--- config.mk ---
export PLATFORM = sky130hd
export DESIGN_NAME = arb_param_hold
export DESIGN_NICKNAME = d
export VERILOG_FILES = /design/src/rtl/arb_param_hold.sv
export SDC_FILE = /design/constraint.sdc
export NUM_CORES = 1
export LEC_CHECK = 0
export CORE_MARGIN = 2
export CORE_UTILIZATION = 35
export CTS_CLUSTER_SIZE = 40
export DETAILED_ROUTE_END_ITERATION = 7
export SLEW_MARGIN = 25
export SYNTH_ARGS = -nofsm -noshare
export SYNTH_HDL_FRONTEND = slang
export SYNTH_SLANG_ARGS = --single-unit
--- constraint.sdc ---
create_clock -name clk -period 3.5 [get_ports clk]
set_input_delay 0.7 -clock clk [delete_from_list [all_inputs] [get_ports clk]]
set_output_delay 0.7 -clock clk [all_outputs]
set_load 0.02 [all_outputs]
--- src/rtl/arb_param_hold.sv ---
// N-requester arbiter with a registered one-hot grant, fixed-priority or round-robin mode and bounded grant hold.
// Optional macro ARB_REQ_MASK_EN adds a req_mask input that removes requesters from arbitration.
module arb_param_hold #(
    parameter  int N        = 4,
    parameter  int MAX_HOLD = 4,
    localparam int IDX_W    = (N > 1) ? $clog2(N) : 1
) (
    input  logic             clk,
    input  logic             rst_n,
    input  logic             mode_rr,
    input  logic [N-1:0]     req,
`ifdef ARB_REQ_MASK_EN
    input  logic [N-1:0]     req_mask,
`endif
    output logic [N-1:0]     gnt,
    output logic             gnt_valid,
    output logic [IDX_W-1:0] gnt_idx
);

    localparam int HC_W = (MAX_HOLD > 1) ? $clog2(MAX_HOLD) : 1;
    localparam logic [HC_W-1:0] HOLD_LAST = HC_W'((MAX_HOLD > 0) ? MAX_HOLD - 1 : 0);

    logic [N-1:0]     gnt_q, gnt_d;
    logic             vld_q, vld_d;
    logic [IDX_W-1:0] idx_q, idx_d;
    logic [IDX_W-1:0] ptr_q, ptr_d;
    logic [HC_W-1:0]  hold_cnt_q, hold_cnt_d;

    logic [N-1:0]     eff_req;
    logic [N-1:0]     owner_oh;
    logic [N-1:0]     others;
    logic [N-1:0]     cand;
    logic             owner_req;
    logic             hold;
    logic             expired;
    logic [IDX_W-1:0] fix_win;
    logic [IDX_W-1:0] rr_win;
    logic             rr_found;
    logic [IDX_W-1:0] rr_j;
    logic [IDX_W-1:0] win;

    // Candidate set: an owner whose hold just ran out steps aside if anyone else is waiting.
    always_comb begin
`ifdef ARB_REQ_MASK_EN
        eff_req = req & ~req_mask;
`else
        eff_req = req;
`endif
        owner_oh        = '0;
        owner_oh[idx_q] = 1'b1;
        owner_req       = vld_q && eff_req[idx_q];
        hold            = (MAX_HOLD > 0) && owner_req && (hold_cnt_q < HOLD_LAST);
        expired         = (MAX_HOLD > 0) && owner_req && (hold_cnt_q == HOLD_LAST);
        others          = eff_req & ~owner_oh;
        cand            = (expired && (|others)) ? others : eff_req;
    end

    always_comb begin
        fix_win = '0;
        for (int i = 0; i < N; i++) begin
            if (cand[i]) fix_win = IDX_W'(i);
        end
    end

    // Round-robin search walks downward from ptr-1, wrapping, with ptr itself examined last.
    always_comb begin
        rr_win   = '0;
        rr_found = 1'b0;
        rr_j     = '0;
        for (int k = 1; k <= N; k++) begin
            if (int'(ptr_q) >= k) rr_j = IDX_W'(int'(ptr_q) - k);
            else                  rr_j = IDX_W'(int'(ptr_q) + N - k);
            if (!rr_found && cand[rr_j]) begin
                rr_found = 1'b1;
                rr_win   = rr_j;
            end
        end
    end

    always_comb begin
        win        = mode_rr ? rr_win : fix_win;
        gnt_d      = gnt_q;
        vld_d      = vld_q;
        idx_d      = idx_q;
        ptr_d      = ptr_q;
        hold_cnt_d = hold_cnt_q;
        if (hold) begin
            vld_d      = 1'b1;
            hold_cnt_d = hold_cnt_q + HC_W'(1);
        end else if (|cand) begin
            gnt_d      = '0;
            gnt_d[win] = 1'b1;
            vld_d      = 1'b1;
            idx_d      = win;
            ptr_d      = win;
            hold_cnt_d = '0;
        end else begin
            gnt_d      = '0;
            vld_d      = 1'b0;
            hold_cnt_d = '0;
        end
    end

    always_ff @(posedge clk or negedge rst_n) begin
        if (!rst_n) begin
            gnt_q      <= '0;
            vld_q      <= 1'b0;
            idx_q      <= '0;
            ptr_q      <= '0;
            hold_cnt_q <= '0;
        end else begin
            gnt_q      <= gnt_d;
            vld_q      <= vld_d;
            idx_q      <= idx_d;
            ptr_q      <= ptr_d;
            hold_cnt_q <= hold_cnt_d;
        end
    end

    assign gnt       = gnt_q;
    assign gnt_valid = vld_q;
    assign gnt_idx   = idx_q;

endmodule

==> results of run 1 <==
==> state kept, by name, summed over array words and instances (netlist names) <==
register / flops
gnt: 4
gnt_valid: 1
hold_cnt_q: 2
ptr_q: 2
==> worst max-delay path, cell delays in order, from the launching register on <==
cell      delay (ns)
dfrtp_1         0.51
clkinv_1        0.36
ha_1            0.32
nor2b_1         0.20
o31ai_1         0.16
o21ai_1         0.25
o21ai_1         0.10
or3_1           0.38
o31ai_1         0.48
a32o_1          0.23
==> through the flow <==
step                std cells  hold slack, ns  setup WS [ns]
finish                    141           0.435          0.447
global route              141           0.450          0.177
CTS                       141           0.441          0.446
detailed placement        137           0.433          0.224
global placement          137           0.419          0.267
floorplan                  93           0.404          0.680
==> layout make-up <==
| class | instances | area [µm²] | share of cell area |
|---|---|---|---|
| tap | 28 | 35.0 | 0.0337 |
| clock buffer | 4 | 26.3 | 0.0252 |
| inverter | 4 | 15.0 | 0.0144 |
| multi-input combinational | 78 | 572 | 0.549 |
| sequential | 9 | 225 | 0.216 |
| timing repair buffer | 18 | 168 | 0.161 |
==> report_power, final <==
part | internal, mW | total (mW) | switching [mW]
clock | 0.0439 | 0.0799 | 0.0360
sequential | 0.143 | 0.173 | 0.0294
combinational | 0.270 | 0.636 | 0.366
==> logic make-up (layout without fill, tap and decap cells) <==
logic type | count (synthesis) | in the layout | synth area share
adder cells (fa/ha/maj) | 6 | 6 | 0.0904
multiplexers | 5 | 5 | 0.0633
AND/OR/NAND/NOR | 28 | 28 | 0.179
buffers and inverters | 6 | 26 | 0.0407
flip-flops | 9 | 9 | 0.271
AO/OA/AOI/OAI | 39 | 39 | 0.355
==> layer usage <==
metal  part of all wire  GRT usage  up-vias  wire (µm)
met1               0.48      0.235      380        998
met4             0.0057     0.0598        0         12
li1                   -          -      405          -
met2               0.46      0.277       30        962
met3              0.058     0.0257        3        121
met5                  0          0        -          0
==> Yosys cell counts (2+ instances only) <==
master,count
dfrtp_1,9
o31ai_1,8
nand2_1,7
ha_1,6
o211ai_1,6
nor2b_1,5
o21ai_0,5
nor2_1,4
inv_1,3
mux2i_1,3
nand3_1,3
o21ai_1,3
a2111oi_1,2
a21oi_1,2
a32o_1,2
and2b_1,2
mux2_2,2
nand2b_1,2
o211a_1,2
==> final timing paths <==
path / startpoint / to / slack (ns)
setup / recovery: ptr_q[1] / gnt[0] / 0.45
hold / removal: hold_cnt_q[0] / hold_cnt_q[0] / 0.43
setup reg to reg: ptr_q[1] / gnt[0] / 0.45
hold reg to reg: hold_cnt_q[0] / hold_cnt_q[0] / 0.43
max in group asynchronous: rst_n / ptr_q[0] / 2.48
min in group asynchronous: rst_n / ptr_q[1] / 0.73
==> results.py, run 1 <==
metrics = {
    "outcome": {
        "status": "finished, final reports clean",
    },
    "cells_and_area": {
        "post-route-util": 0.466,
        "fillers": 212,
        "diodes": 0,
        "syn_to_final_growth_pct": 25.3,
        "layout.nets": 127,
        "fin_area_um2": 1040,
        "layout_common_cells": "clkdlybuf4s50_1 (13), dfrtp_1 (9), o31ai_1 (8)",
        "final_common_cell": "clkdlybuf4s50_1",
        "drive_gt1_frac": 0.115,
    },
    "timing": {
        "rsz0062_at_grt": "no",
        "worst_pin_slew_ns": 0.494,
        "hold_viol": 0,
        "fin_crit_sh": 0.872,
        "slew-limit-headroom": 0.668,
        "fmax_mhz": 328,
        "setup_violations": 0,
        "min_period_ns": 3.05,
        "tns_ns": 0,
        "drv_slew": 0,
        "skew_ns": 0.00493,
    },
    "power_and_ir_drop": {
        "power_density_nw_per_um2": 854,
        "power.total_mw": 0.889,
        "p_leak_nw": 0.437,
        "peakVddDrop_uv": 437,
    },
    "critical_path": {
        "cp.required_ns": 3.70,
        "worstSetupPathType": "flip-flop to flip-flop",
        "arrival_ns": 3.25,
        "startpoint_type": "flip-flop",
        "reg2reg_depth": 9,
        "cp_max_fo": 11,
        "endpoint_kind": "flip-flop",
    },
    "synth": {
        "synth_cell_type_count": 36,
        "netlist_area_um2": 831,
        "synthFlopType": "dfrtp_1",
        "yosysSeqAreaShare": 0.271,
        "yosys_warnings": 0,
        "synth_edf_count": 0,
        "syn_nets": 106,
        "syn_avg_cell_area_um2": 8.93,
        "syn_inst": 93,
        "ys_ff_latch": 9,
        "async_flop_share": 1.00,
        "netlist.area_leader.share": 0.271,
        "yosys.area.top_type": "dfrtp_1",
        "ys_top_cells_by_area": "dfrtp_1 (27%), ha_1 (9.0%), o31ai_1 (7.2%)",
    },
    "floorplanning": {
        "design.die.area_um2": 2780,
        "coreArea_um2": 2230,
        "initial_utilization": 0.372,
        "die_w_um": 52.7,
        "num_io_pins": 14,
        "die_h_um": 52.7,
        "rows": 17,
    },
    "global_routing": {
        "grt-ovfl-total": 0,
        "grt_use_total": 0.173,
        "grt_pass1_wl_um": 3620,
        "antenna_found_initial": 0,
        "grt_max_degree": 13,
        "grt_pass1_vias": 816,
    },
    "hold_path": {
        "hold-path-cell-count": 1,
        "hp-class": "flip-flop to flip-flop",
    },
    "routing": {
        "routedWlPerCell_um": 14.9,
        "drt_iter0_drc": 24,
        "dr.pass1.iters": 4,
        "wl_um": 2100,
        "drc": 0,
        "vias_per_cell": 5.80,
        "vias": 818,
        "drt.antenna.violating_nets": 0,
    },
    "placed_design": {
        "portBuffers": 13,
        "placed_area_um2": 1010,
        "gp_congestion": 0.859,
        "dp_hpwl_um": 1600,
    },
    "clocking": {
        "cts_tree": "done",
        "cts_max_path_buffers": 2,
        "ctsRootBufferMaster": "clkbuf_4",
        "h-tree-depth": 1,
        "post_cts_buffers": 0,
        "ctsResizeCount": 0,
        "worstSkewPairLatency_ns": 0.26,
        "numCtsBuffers": 3,
        "holdBufCountCts": 0,
        "path_clk_slew_ns": 0.06,
        "cts.sinks": 9,
    },
    "run": {
        "max_cap_violations": 0,
    },
}
Power figures use the tool's default switching activity.
==> inputs of run 2 (changes only) <==
--- a/config.mk
+++ b/config.mk
@@ -5,6 +5,7 @@
 export SDC_FILE = /design/constraint.sdc
 export NUM_CORES = 1
 export LEC_CHECK = 0
+export CAP_MARGIN = 20
 export CORE_MARGIN = 2
 export CORE_UTILIZATION = 35
 export CTS_CLUSTER_SIZE = 40
==> results of run 2 <==
Same layout as run 1: the final DEF is identical, and so are final timing and power.
